$ cat src/rtl/cpu_alu_pkg.sv
// Shared definitions for the ALU execute/writeback slice: opcodes,
// flag bit positions, writeback FSM states and the datapath width.
package cpu_alu_pkg;

  localparam int W    = 32;
  localparam int OP_W = 4;

  // Bit positions inside the {N,Z,C,V} flag vector
  localparam int FLAG_N = 3;
  localparam int FLAG_Z = 2;
  localparam int FLAG_C = 1;
  localparam int FLAG_V = 0;

  typedef enum logic [OP_W-1:0] {
    OP_ADD = 4'd0,
    OP_ADC = 4'd1,
    OP_SUB = 4'd2,
    OP_MUL = 4'd3,
    OP_AND = 4'd4,
    OP_OR  = 4'd5,
    OP_XOR = 4'd6,
    OP_NOT = 4'd7,
    OP_ASL = 4'd8,
    OP_ASR = 4'd9,
    OP_LSL = 4'd10,
    OP_LSR = 4'd11,
    OP_REV = 4'd12
  } op_e;

  // EMPTY: nothing held; ONE: one beat held (maybe MUL low half);
  // HI: MUL high half held
  typedef enum logic [1:0] {
    ST_EMPTY = 2'd0,
    ST_ONE   = 2'd1,
    ST_HI    = 2'd2
  } wbState_e;

  // Codes above REV have no ALU result behind them
  function automatic logic isLegalOp(input logic [OP_W-1:0] code);
    return (code <= 4'(OP_REV));
  endfunction

endpackage

$ cat src/rtl/alu_flag_calc.sv
// Combinational N/Z/C/V generator. Given the current op, operands, ALU
// results and the flags currently held, returns the flags this op would
// leave behind. Ops that do not define C/V pass the old values through.
module alu_flag_calc #(
  parameter int W = cpu_alu_pkg::W
) (
  input  logic [3:0]   op_i,
  input  logic [W-1:0] x_i,
  input  logic [W-1:0] y_i,
  input  logic [W-1:0] summ_i,
  input  logic [W-1:0] sub_i,
  input  logic [W-1:0] result_i,
  input  logic [W-1:0] multH_i,
  input  logic [W-1:0] multL_i,
  input  logic         ocarry_i,
  input  logic [3:0]   flags_i,
  output logic [3:0]   flags_o
);
  import cpu_alu_pkg::*;

  // Per-op flag rules; start from the held flags so C/V survive by default
  always_comb begin
    flags_o = flags_i;
    case (op_i)
      OP_ADD, OP_ADC: begin
        flags_o[FLAG_N] = summ_i[W-1];
        flags_o[FLAG_Z] = (summ_i == '0);
        flags_o[FLAG_C] = ocarry_i;
        flags_o[FLAG_V] = (x_i[W-1] == y_i[W-1]) && (summ_i[W-1] != x_i[W-1]);
      end
      OP_SUB: begin
        flags_o[FLAG_N] = sub_i[W-1];
        flags_o[FLAG_Z] = (sub_i == '0);
        flags_o[FLAG_C] = (x_i >= y_i);
        flags_o[FLAG_V] = (x_i[W-1] != y_i[W-1]) && (sub_i[W-1] != x_i[W-1]);
      end
      OP_MUL: begin
        flags_o[FLAG_N] = multH_i[W-1];
        flags_o[FLAG_Z] = ((multH_i | multL_i) == '0);
      end
      OP_AND, OP_OR, OP_XOR, OP_NOT,
      OP_ASL, OP_ASR, OP_LSL, OP_LSR, OP_REV: begin
        flags_o[FLAG_N] = result_i[W-1];
        flags_o[FLAG_Z] = (result_i == '0);
      end
      default: begin
        flags_o = flags_i;
      end
    endcase
  end

endmodule

$ cat src/rtl/alu_wb_stage.sv
// Registered execute/writeback stage behind the combinational ALU.
// Picks the ALU result for the accepted op, keeps the N/Z/C/V flags,
// and hands results to the register file over valid/ready. MUL takes
// two beats: low half to rd, then high half to rd+1.
module alu_wb_stage #(
  parameter int W  = cpu_alu_pkg::W,
  parameter int AW = 4
) (
  input  logic          clk,
  input  logic          rst_n,
  input  logic          in_valid,
  output logic          in_ready,
  input  logic [3:0]    op,
  input  logic [AW-1:0] rd,
  input  logic          flag_we,
  input  logic [W-1:0]  x,
  input  logic [W-1:0]  y,
  input  logic [W-1:0]  summ,
  input  logic [W-1:0]  sub,
  input  logic [W-1:0]  mult_h,
  input  logic [W-1:0]  mult_l,
  input  logic [W-1:0]  zand,
  input  logic [W-1:0]  zor,
  input  logic [W-1:0]  zxor,
  input  logic [W-1:0]  znot,
  input  logic [W-1:0]  ashiftl,
  input  logic [W-1:0]  ashiftr,
  input  logic [W-1:0]  lshiftl,
  input  logic [W-1:0]  lshiftr,
  input  logic [W-1:0]  revers,
  input  logic          ocarry,
  output logic          alu_carry,
  output logic          wb_valid,
  input  logic          wb_ready,
  output logic [AW-1:0] wb_addr,
  output logic [W-1:0]  wb_data,
  output logic [3:0]    flags,
  output logic          illegal
);
  import cpu_alu_pkg::*;

  wbState_e      state_q, state_d;
  logic          hiPending_q, hiPending_d;
  logic [W-1:0]  multHigh_q, multHigh_d;
  logic [AW-1:0] wbAddr_q, wbAddr_d;
  logic [W-1:0]  wbData_q, wbData_d;
  logic [3:0]    flags_q, flags_d;
  logic          illegal_q, illegal_d;

  logic [W-1:0]  result;
  logic [3:0]    nextFlags;
  logic          accept;
  logic          opLegal;
  logic          opIsMul;

  assign opLegal = isLegalOp(op);
  assign opIsMul = (op == OP_MUL);
  assign accept  = in_valid && in_ready;

  // ADC adds the C flag held before this op; every other op adds zero
  assign alu_carry = (op == OP_ADC) && flags_q[FLAG_C];

  assign wb_valid = (state_q != ST_EMPTY);
  assign wb_addr  = wbAddr_q;
  assign wb_data  = wbData_q;
  assign flags    = flags_q;
  assign illegal  = illegal_q;

  // Select the ALU output that belongs to the current opcode
  always_comb begin
    result = '0;
    case (op)
      OP_ADD, OP_ADC: result = summ;
      OP_SUB:         result = sub;
      OP_MUL:         result = mult_l;
      OP_AND:         result = zand;
      OP_OR:          result = zor;
      OP_XOR:         result = zxor;
      OP_NOT:         result = znot;
      OP_ASL:         result = ashiftl;
      OP_ASR:         result = ashiftr;
      OP_LSL:         result = lshiftl;
      OP_LSR:         result = lshiftr;
      OP_REV:         result = revers;
      default:        result = '0;
    endcase
  end

  alu_flag_calc #(
    .W(W)
  ) uFlagCalc (
    .op_i     (op),
    .x_i      (x),
    .y_i      (y),
    .summ_i   (summ),
    .sub_i    (sub),
    .result_i (result),
    .multH_i  (mult_h),
    .multL_i  (mult_l),
    .ocarry_i (ocarry),
    .flags_i  (flags_q),
    .flags_o  (nextFlags)
  );

  // Ready when empty, or when the only beat held is leaving this cycle
  always_comb begin
    in_ready = 1'b0;
    case (state_q)
      ST_EMPTY: in_ready = 1'b1;
      ST_ONE:   in_ready = !hiPending_q && wb_ready;
      ST_HI:    in_ready = wb_ready;
      default:  in_ready = 1'b0;
    endcase
  end

  // Next state: a legal accept always loads a fresh beat, otherwise drain
  always_comb begin
    state_d     = state_q;
    hiPending_d = hiPending_q;
    multHigh_d  = multHigh_q;
    wbAddr_d    = wbAddr_q;
    wbData_d    = wbData_q;
    flags_d     = flags_q;
    illegal_d   = accept && !opLegal;

    if (accept && opLegal) begin
      state_d     = ST_ONE;
      wbAddr_d    = rd;
      hiPending_d = opIsMul;
      if (opIsMul) begin
        wbData_d   = mult_l;
        multHigh_d = mult_h;
      end else begin
        wbData_d = result;
      end
      if (flag_we) begin
        flags_d = nextFlags;
      end
    end else begin
      case (state_q)
        ST_ONE: begin
          if (wb_ready) begin
            if (hiPending_q) begin
              state_d     = ST_HI;
              wbAddr_d    = wbAddr_q + AW'(1);
              wbData_d    = multHigh_q;
              hiPending_d = 1'b0;
            end else begin
              state_d = ST_EMPTY;
            end
          end
        end
        ST_HI: begin
          if (wb_ready) begin
            state_d = ST_EMPTY;
          end
        end
        default: begin
          state_d = state_q;
        end
      endcase
    end
  end

  // State and datapath registers; reset drops any pending MUL high half
  always_ff @(posedge clk or negedge rst_n) begin
    if (!rst_n) begin
      state_q     <= ST_EMPTY;
      hiPending_q <= 1'b0;
      multHigh_q  <= '0;
      wbAddr_q    <= '0;
      wbData_q    <= '0;
      flags_q     <= '0;
      illegal_q   <= 1'b0;
    end else begin
      state_q     <= state_d;
      hiPending_q <= hiPending_d;
      multHigh_q  <= multHigh_d;
      wbAddr_q    <= wbAddr_d;
      wbData_q    <= wbData_d;
      flags_q     <= flags_d;
      illegal_q   <= illegal_d;
    end
  end

endmodule

$ cat config.mk
export PLATFORM = sky130hd
export DESIGN_NAME = alu_wb_stage
export DESIGN_NICKNAME = d
export VERILOG_FILES = /design/src/rtl/cpu_alu_pkg.sv /design/src/rtl/alu_flag_calc.sv /design/src/rtl/alu_wb_stage.sv
export SDC_FILE = /design/constraint.sdc
export NUM_CORES = 1
export LEC_CHECK = 0
export ABC_CLOCK_PERIOD_IN_PS = 5100
export CORE_AREA = 3 3 211 213
export CTS_BUF_LIST = sky130_fd_sc_hd__clkbuf_16
export DETAILED_ROUTE_END_ITERATION = 12
export DIE_AREA = 0 0 214 216
export PLACE_DENSITY = 0.57
export SLEW_MARGIN = 30
export SYNTH_ARGS = -nofsm -noshare
export SYNTH_HDL_FRONTEND = slang
export SYNTH_SLANG_ARGS = --single-unit
$ cat constraint.sdc
create_clock -name clk -period 5.1 [get_ports clk]
set_clock_uncertainty 0.2 [all_clocks]
set_input_delay 1.275 -clock clk [delete_from_list [all_inputs] [get_ports clk]]
set_output_delay 1.275 -clock clk [all_outputs]
set_load 0.03 [all_outputs]
==> metrics.md, run 1 <==
| Metric | Value |
|---|---|
| CTS Hold Bufs | `0` |
| HPWL after detailed placement | `53.5 mm` |
| GR Overflow Total | `0` |
| Syn_nets | `1,347` |
| RSZ-0062 raised after global routing | `no` |
| Critical Path End Type | `flop` |
| Crit path launch type | `primary input` |
| RD Place Congestion | `between 0.9 and 1` |
| Wl on met1 | `about 25 mm` |
| Setup Fix Bufs, Post-CTS | `0` |
| Via count | `10.0k` |
| Leakage power | `5.35 nW` |
| HP Start | `flags[3]` |
| Fmax achieved | `220 MHz` |
| CTS H-tree depth | `3` |
| Headroom to the max-slew limit | `39.3%` |
| Area grow syn2layout | `92.3%` |
| Clock slew at reported path FFs | `0.06 ns` |
| Fin. max-slew vios | `0` |
| Commonest non-fill, non-tap cell in the layout | `clkdlybuf4s50_1` |
| Vias in the first global route | `between 10k and 15k` |
| Post-Route WL | `about 61 mm` |
| Top_reg_cell synth | `dfrtp_1` |
| Async set-reset flop share out of synthesis | `100%` |
| Number of I/O port buffers | `around 540` |
| Final count of hold timing violations | `0` |
| Final Total Pwr | `0.00300 W` |
| Nets | `1,871` |
| Ys Warns | `0` |
| Pwr per Cell Area | `220 nW/um2` |
| EDFF count, synth | `0` |
| Worst hold endpoint | `flags[3]` |
| First-pass GRT wire length | `83.3 mm` |
| Metal3 WL | `4.48 mm` |
| CTS tree | `yes` |
| DIE WIDTH | `214 um` |
| Critical R2R Launch | `hiPending_q` |
| Residual DRC | `0` |
| WS Path Type | `in -> reg` |
| Yosys cell types | `just under 60` |
| Metal2 WL | `29.1 mm` |
| Share of cells above drive strength 1 | `10.2%` |
| Reg2Reg Depth | `8` |
| Initial antenna violation count | `20` |
| Hold depth | `2` |
| Root Driver | `clkbuf_16` |
| # setup viols final | `0` |
| Die Area | `approximately 46,000 um2` |
| Register bit count reported by yosys | `76` |
| Avg Vias per Cell | `5.15` |
| RR Endpoint | `flags[2]` |
| Core Footprint | `~43,000 um2` |
| Crit-path max FO | `19` |
| Tot GR Track Use | `roughly a quarter` |
| Status | `finished, final reports clean` |
| Worst-Skew Late Latency | `0.34 ns` |
| Most frequent cells in the layout | `clkdlybuf4s50_1, dfrtp_1, nand2_1` |
| Initial DRC Count | `around 1.2k` |
| CP arrival | `between 4 and 5 ns` |
| Post-route ant nets | `0` |
| IR Drop Worst-Case VDD | `169 uV` |
| CTS buffer count | `9` |
| Post-synthesis sequential area ratio | `26.8%` |
| CTS-repair resized insts | `0` |
| Min cycle time layout | `4.55 ns` |
| Pre-antenna DRT Iters | `8` |
| Setup TNS | `0 ns` |
| Wire per inst | `~32 um` |
| Max_cap viols | `0` |
| Row count | `76` |
| Die Ht | `216 um` |
| Hold crit path type | `reg -> reg` |
| Synthesized area | `between 7000 and 8000 um2` |
| IO Count | `538` |
| Flop-to-flop setup slack | `2.43 ns` |
| Mean Syn Cell Area | `8.65 um2` |
| Clk sink count | `76` |
| Max Used Layer | `met5` |
| Largest net degree at the start of global routing | `77` |
| Synthesized netlist cell count | `820` |
| Critical Path RT | `5.19 ns` |
| Slew @ Worst Pin | `0.907 ns` |
| Initial core utilization | `between 15 and 20%` |
| Final period utilization | `between 80% and 90%` |
| Worst-case clock buffer depth | `2` |
==> per-layer routing <==
layer | vias to the layer above | track usage (%)
li1 | 4336 | -
met1 | 4858 | 31.8
met2 | 693 | 42.4
met3 | 130 | 5.07
met4 | 8 | 9.85
met5 | - | 0
==> worst max path at each step <==
stage | startpoint | to | slack (ns) | cells past startpoint
2_1_floorplan | op[0] | alu_carry | 1.23 | 5
3_3_place_gp | op[2] | flags[2] | 0.11 | 10
3_5_place_dp | op[2] | flags[2] | 0.12 | 10
4_1_cts | op[2] | flags[2] | 0.50 | 10
5_1_grt | op[2] | flags[2] | 0.32 | 10
6_report | op[2] | flags[2] | 0.55 | 10
==> synthesized netlist by cell type (4+ instances only) <==
cell / n / area, um2
nand4_1: 26 / 163
and3_1: 20 / 125
a221oi_1: 42 / 368
dfrtp_1: 76 / 1900
or2_2: 4 / 25.0
a22o_1: 47 / 412
a22oi_1: 47 / 353
a211oi_1: 5 / 37.5
a21o_1: 13 / 97.6
inv_1: 35 / 131
nand3_1: 15 / 75.1
o311ai_0: 4 / 35.0
a32o_1: 10 / 100
ha_1: 33 / 413
mux2i_1: 14 / 140
a32oi_1: 6 / 52.6
a21oi_1: 26 / 130
buf_1: 6 / 22.5
clkbuf_1: 37 / 139
a222oi_1: 9 / 90.1
nor3_1: 6 / 30.0
nand2b_1: 6 / 37.5
nor2b_1: 20 / 125
nand3b_1: 5 / 37.5
nor4bb_1: 4 / 40.0
mux2_2: 62 / 698
nor2_1: 29 / 109
nand2_1: 67 / 251
buf_2: 14 / 70.1
nor4_1: 34 / 213
o21ai_0: 58 / 290
==> stage by stage <==
| step | utilization [%] | std cells | worst slack, ns | hold slack, ns | cell area (um2) |
|---|---|---|---|---|---|
| floorplan | - | 820 | 1.23 | 0.275 | 7090 |
| finish | 31.8 | 1948 | 0.551 | 0.300 | 13600 |
| global placement | 31.0 | 1918 | 0.109 | 0.278 | 13300 |
| CTS | 31.7 | 1934 | 0.497 | 0.309 | 13600 |
| global route | 31.8 | 1948 | 0.321 | 0.317 | 13600 |
| detailed placement | 31.0 | 1918 | 0.121 | 0.292 | 13300 |
==> sequential cells by signal, summed over array words and instances, names as in the netlist <==
signal,flops
flags,4
hiPending_q,1
illegal,1
multHigh_q,32
state_q,2
wb_addr,4
wb_data,32
==> worst max-delay path, stage by stage <==
cell and delay (ns):
clkdlybuf4s50_1 0.73, buf_4 0.32, nor4b_2 0.12, buf_4 0.28
a221oi_1 0.45, o21ai_0 0.15, a211oi_1 0.70, nand4_1 0.16
nor4_1 0.26, a31o_1 0.19
==> kinds of logic (layout without fill, tap and decap cells) <==
family	Yosys count	in the layout	share of synthesized area, %
DFF	76	76	26.8
muxes	77	77	12.1
adders and majority gates	33	33	5.82
AOI/OAI and AO/OA	287	287	30.0
other	0	14	0
xor gates and xnor gates	2	2	0.247
and+or+nand+nor	247	247	18.9
buffers and inverters	98	627	6.08
==> power by group <==
part,switching [W],total [W],internal [W]
Sequential,0.000102,0.000858,0.000757
Clock,0.000272,0.000653,0.000382
Combinational,0.000749,0.00149,0.000740
==> area by class of cell <==
cell class / instances / area, um2
Antenna cell: 14 / 35.0
Tap cell: 585 / 732
Clock inverter: 7 / 73.8
Timing Repair Buffer: 576 / 5680
Clock buffer: 9 / 225
Multi-Input combinational cell: 646 / 4860
Fill cell: 4549 / 29200
Sequential cell: 76 / 1900
Inverter: 35 / 131
Power figures use the tool's default switching activity.
==> run 2: changes to the inputs <==
Settings changed: CAP_MARGIN set to 25, CELL_PAD_IN_SITES_DETAIL_PLACEMENT set to 1, CELL_PAD_IN_SITES_GLOBAL_PLACEMENT set to 2, CORE_AREA 3 3 211 213 to 3 3 209 211, DIE_AREA 0 0 214 216 to 0 0 212 214, GPL_ROUTABILITY_DRIVEN set to 0, PLACE_DENSITY 0.57 to 0.91.
==> metrics.md, run 2 (synthesized netlist as in run 1, its figures left out) <==
| Metric | Value |
|---|---|
| Status | `finished, final reports clean` |
| Hold_ws | `0.297 ns (-0.00257 ns)` |
| Clock slew at reported path FFs | `0.06 ns (about the same)` |
| Setup WS pre-CTS | `0.495 ns (+0.374 ns)` |
| Fillers | `4,829 (+6.2%)` |
| RSZ-0062 raised after global routing | `no` |
| Area of the multi-input gates | `4860 um2 (about the same)` |
| Row count | `75 (-1.3%)` |
| Wire per inst | `32.6 um (+3.4%)` |
| IR Drop Worst-Case VDD | `141 uV (-17%)` |
| Comb pwr share | `49.9% (+0.3 points)` |
| Residual DRC | `0 (unchanged)` |
| Share of cells above drive strength 1 | `10.0% (-0.19 points)` |
| Cell Chain, Critical Path | `clkdlybuf4s50_1 -> nand2b_1 -> a21oi_1 -> or2_2 -> clkdlybuf4s50_1` |
| CTS tree | `yes` |
| WS Path Type | `in -> out` |
| Via count | `10.1k (+0.31%)` |
| Pwr per Cell Area | `221 nW/um2 (+0.44%)` |
| CP top delay family | `buffers and inverters` |
| Headroom to the max-slew limit | `45.0% (+5.7 points)` |
| Final period utilization | `86.6% (-2.6 points)` |
| Fin. max-slew vios | `0 (unchanged)` |
| Root Driver | `clkbuf_16` |
| P_sw | `0.00112 W (-0.10%)` |
| Post-route ant nets | `0 (unchanged)` |
| Avg Vias per Cell | `5.30 (+3.0%)` |
| Leakage power | `5.34 nW (-0.28%)` |
| Fin util | `32.4% (+0.57 points)` |
| Crit path launch type | `primary input` |
| Core Footprint | `41,900 um2 (-2.2%)` |
| Critical Path Slowest Stage Cell | `clkdlybuf4s50_1` |
| Max_cap viols | `0 (unchanged)` |
| Cell Int Power | `0.00188 W (about the same)` |
| Initial DRC Count | `1,030 (-13%)` |
| Nets | `1,867 (-0.21%)` |
| # setup viols final | `0 (unchanged)` |
| Final count of hold timing violations | `0 (unchanged)` |
| Min cycle time layout | `4.42 ns (-0.133 ns)` |
| First-pass GRT wire length | `84.8 mm (+1.8%)` |
| CTS Hold Bufs | `0 (unchanged)` |
| Vias in the first global route | `10.8k (+4.7%)` |
| IO Count | `538 (unchanged)` |
| Worst-Skew Late Latency | `0.34 ns (about the same)` |
| Initial antenna violation count | `23 (+15%)` |
| Worst-case clock buffer depth | `2 (unchanged)` |
| Setup Fix Bufs, Post-CTS | `0 (unchanged)` |
| Tot GR Track Use | `26.1% (+0.88 points)` |
| CTS H-tree depth | `3 (unchanged)` |
| CTS-repair resized insts | `0 (unchanged)` |
| Largest net degree at the start of global routing | `77 (unchanged)` |
| Final WS setup | `0.684 ns (+0.133 ns)` |
| Number of I/O port buffers | `537 (unchanged)` |
| GR Overflow Total | `0 (unchanged)` |
| Initial core utilization | `16.9% (+0.37 points)` |
| Pre-antenna DRT Iters | `8 (unchanged)` |
| Die Ht | `214 um (-0.93%)` |
| Post-Route WL | `61.9 mm (+0.74%)` |
| Die Area | `45,400 um2 (-1.9%)` |
| Crit-path max FO | `4 (-15)` |
| Seq pwr share | `28.7% (about the same)` |
| Area grow syn2layout | `91.4%` |
| Clk sink count | `76 (unchanged)` |
| Sw frac | `37.4% (about the same)` |
| Top cell by count, worst path | `clkdlybuf4s50_1` |
| Worst path bufs/invs | `2 (-1)` |
| HPWL after detailed placement | `53.5 mm (about the same)` |
| Commonest non-fill, non-tap cell in the layout | `clkdlybuf4s50_1` |
| Clock power frac | `21.5% (-0.3 points)` |
| Slew @ Worst Pin | `0.824 ns (-0.0830 ns)` |
| Critical Path End Type | `output pin` |
| Hold crit path type | `reg -> reg` |
| Fmax achieved | `226 MHz (+3.0%)` |
| DIE WIDTH | `212 um (-0.93%)` |
| CP arrival | `2.94 ns (-1.70 ns)` |
| Setup TNS | `0 ns (unchanged)` |
| Most frequent cells in the layout | `clkdlybuf4s50_1, dfrtp_1, nand2_1` |
| CTS buffer count | `9 (unchanged)` |
| CP max stage delay | `0.67 ns (-0.06 ns)` |
| Seq. cell area | `1900 um2 (unchanged)` |
| Critical Path RT | `3.62 ns (-1.57 ns)` |
==> run 2: changes by cell type in the layout (fill, tap and decap cells not counted) <==
cell             change
buf_4                -7
buf_12               +3
buf_2                +1
clkdlybuf4s50_1      -1
clkinv_4             -1
clkinvlp_4           +1
diode_2              +1
inv_6                -1
nor2_1               -1
nor2_2               +1
==> run 2: cell type report <==
| type | count | share of cell area, % |
|---|---|---|
| clock buffer | 9 | 1.66 |
| inverter | 35 | 0.967 |
| clock inverter | 6 | 0.470 |
| timing repair buffer | 572 | 41.9 |
| tap | 539 | 4.97 |
| antenna | 15 | 0.276 |
| multi-input combinational | 646 | 35.8 |
| sequential | 76 | 14.0 |
==> run 2: worst reg2reg max path, stage by stage, from the launching register on <==
cell	delay (ns)
dfrtp_1	0.43
nand2b_1	0.17
a21oi_1	0.22
o21ai_0	0.32
nor2_1	0.26
nand2_1	0.15
or4_1	0.49
nor4_1	0.28
a31o_1	0.19
==> run 2: metal layers <==
metal / wire length [um] / global-route usage [%] / part of all wire [%] / vias up
met5: 34 / 0 / 0.055 / -
met4: 3210 / 12.0 / 5.2 / 6
met3: 4810 / 5.64 / 7.8 / 135
met2: 29300 / 43.5 / 47 / 655
met1: 24500 / 31.9 / 40 / 4937
li1: - / - / - / 4323
==> run 2: final timing paths <==
kind	startpoint	end	slack (ns)	depth (start not counted)
min in group asynchronous	rst_n	multHigh_q[12]	0.78	1
max	wb_ready	in_ready	0.68	5
max in group asynchronous	rst_n	multHigh_q[24]	3.41	1
min reg2reg	flags[3]	flags[3]	0.30	2
min	flags[3]	flags[3]	0.30	2
max reg2reg	hiPending_q	flags[2]	2.33	8
==> run 2: per-stage QoR <==
| stage | instances | total power, W | area (um2) |
|---|---|---|---|
| final | 1898 | 0.00300 | 13600 |
| after detailed placement | 1868 | 0.00235 | 13300 |
| after floorplan | 820 | 0.00142 | 7090 |
| after global routing | 1895 | 0.00314 | 13600 |
| after CTS | 1883 | 0.00301 | 13500 |
| after global placement | 1868 | 0.00233 | 13300 |
==> run 2: power groups by stage <==
stage	sequential (W)	clock [W]	combinational, W
after global placement	0.000860	0	0.00147
after detailed placement	0.000868	0	0.00149
after floorplan	0.000996	0	0.000424
final	0.000860	0.000644	0.00150
after global routing	0.000876	0.000682	0.00158
after CTS	0.000860	0.000660	0.00149
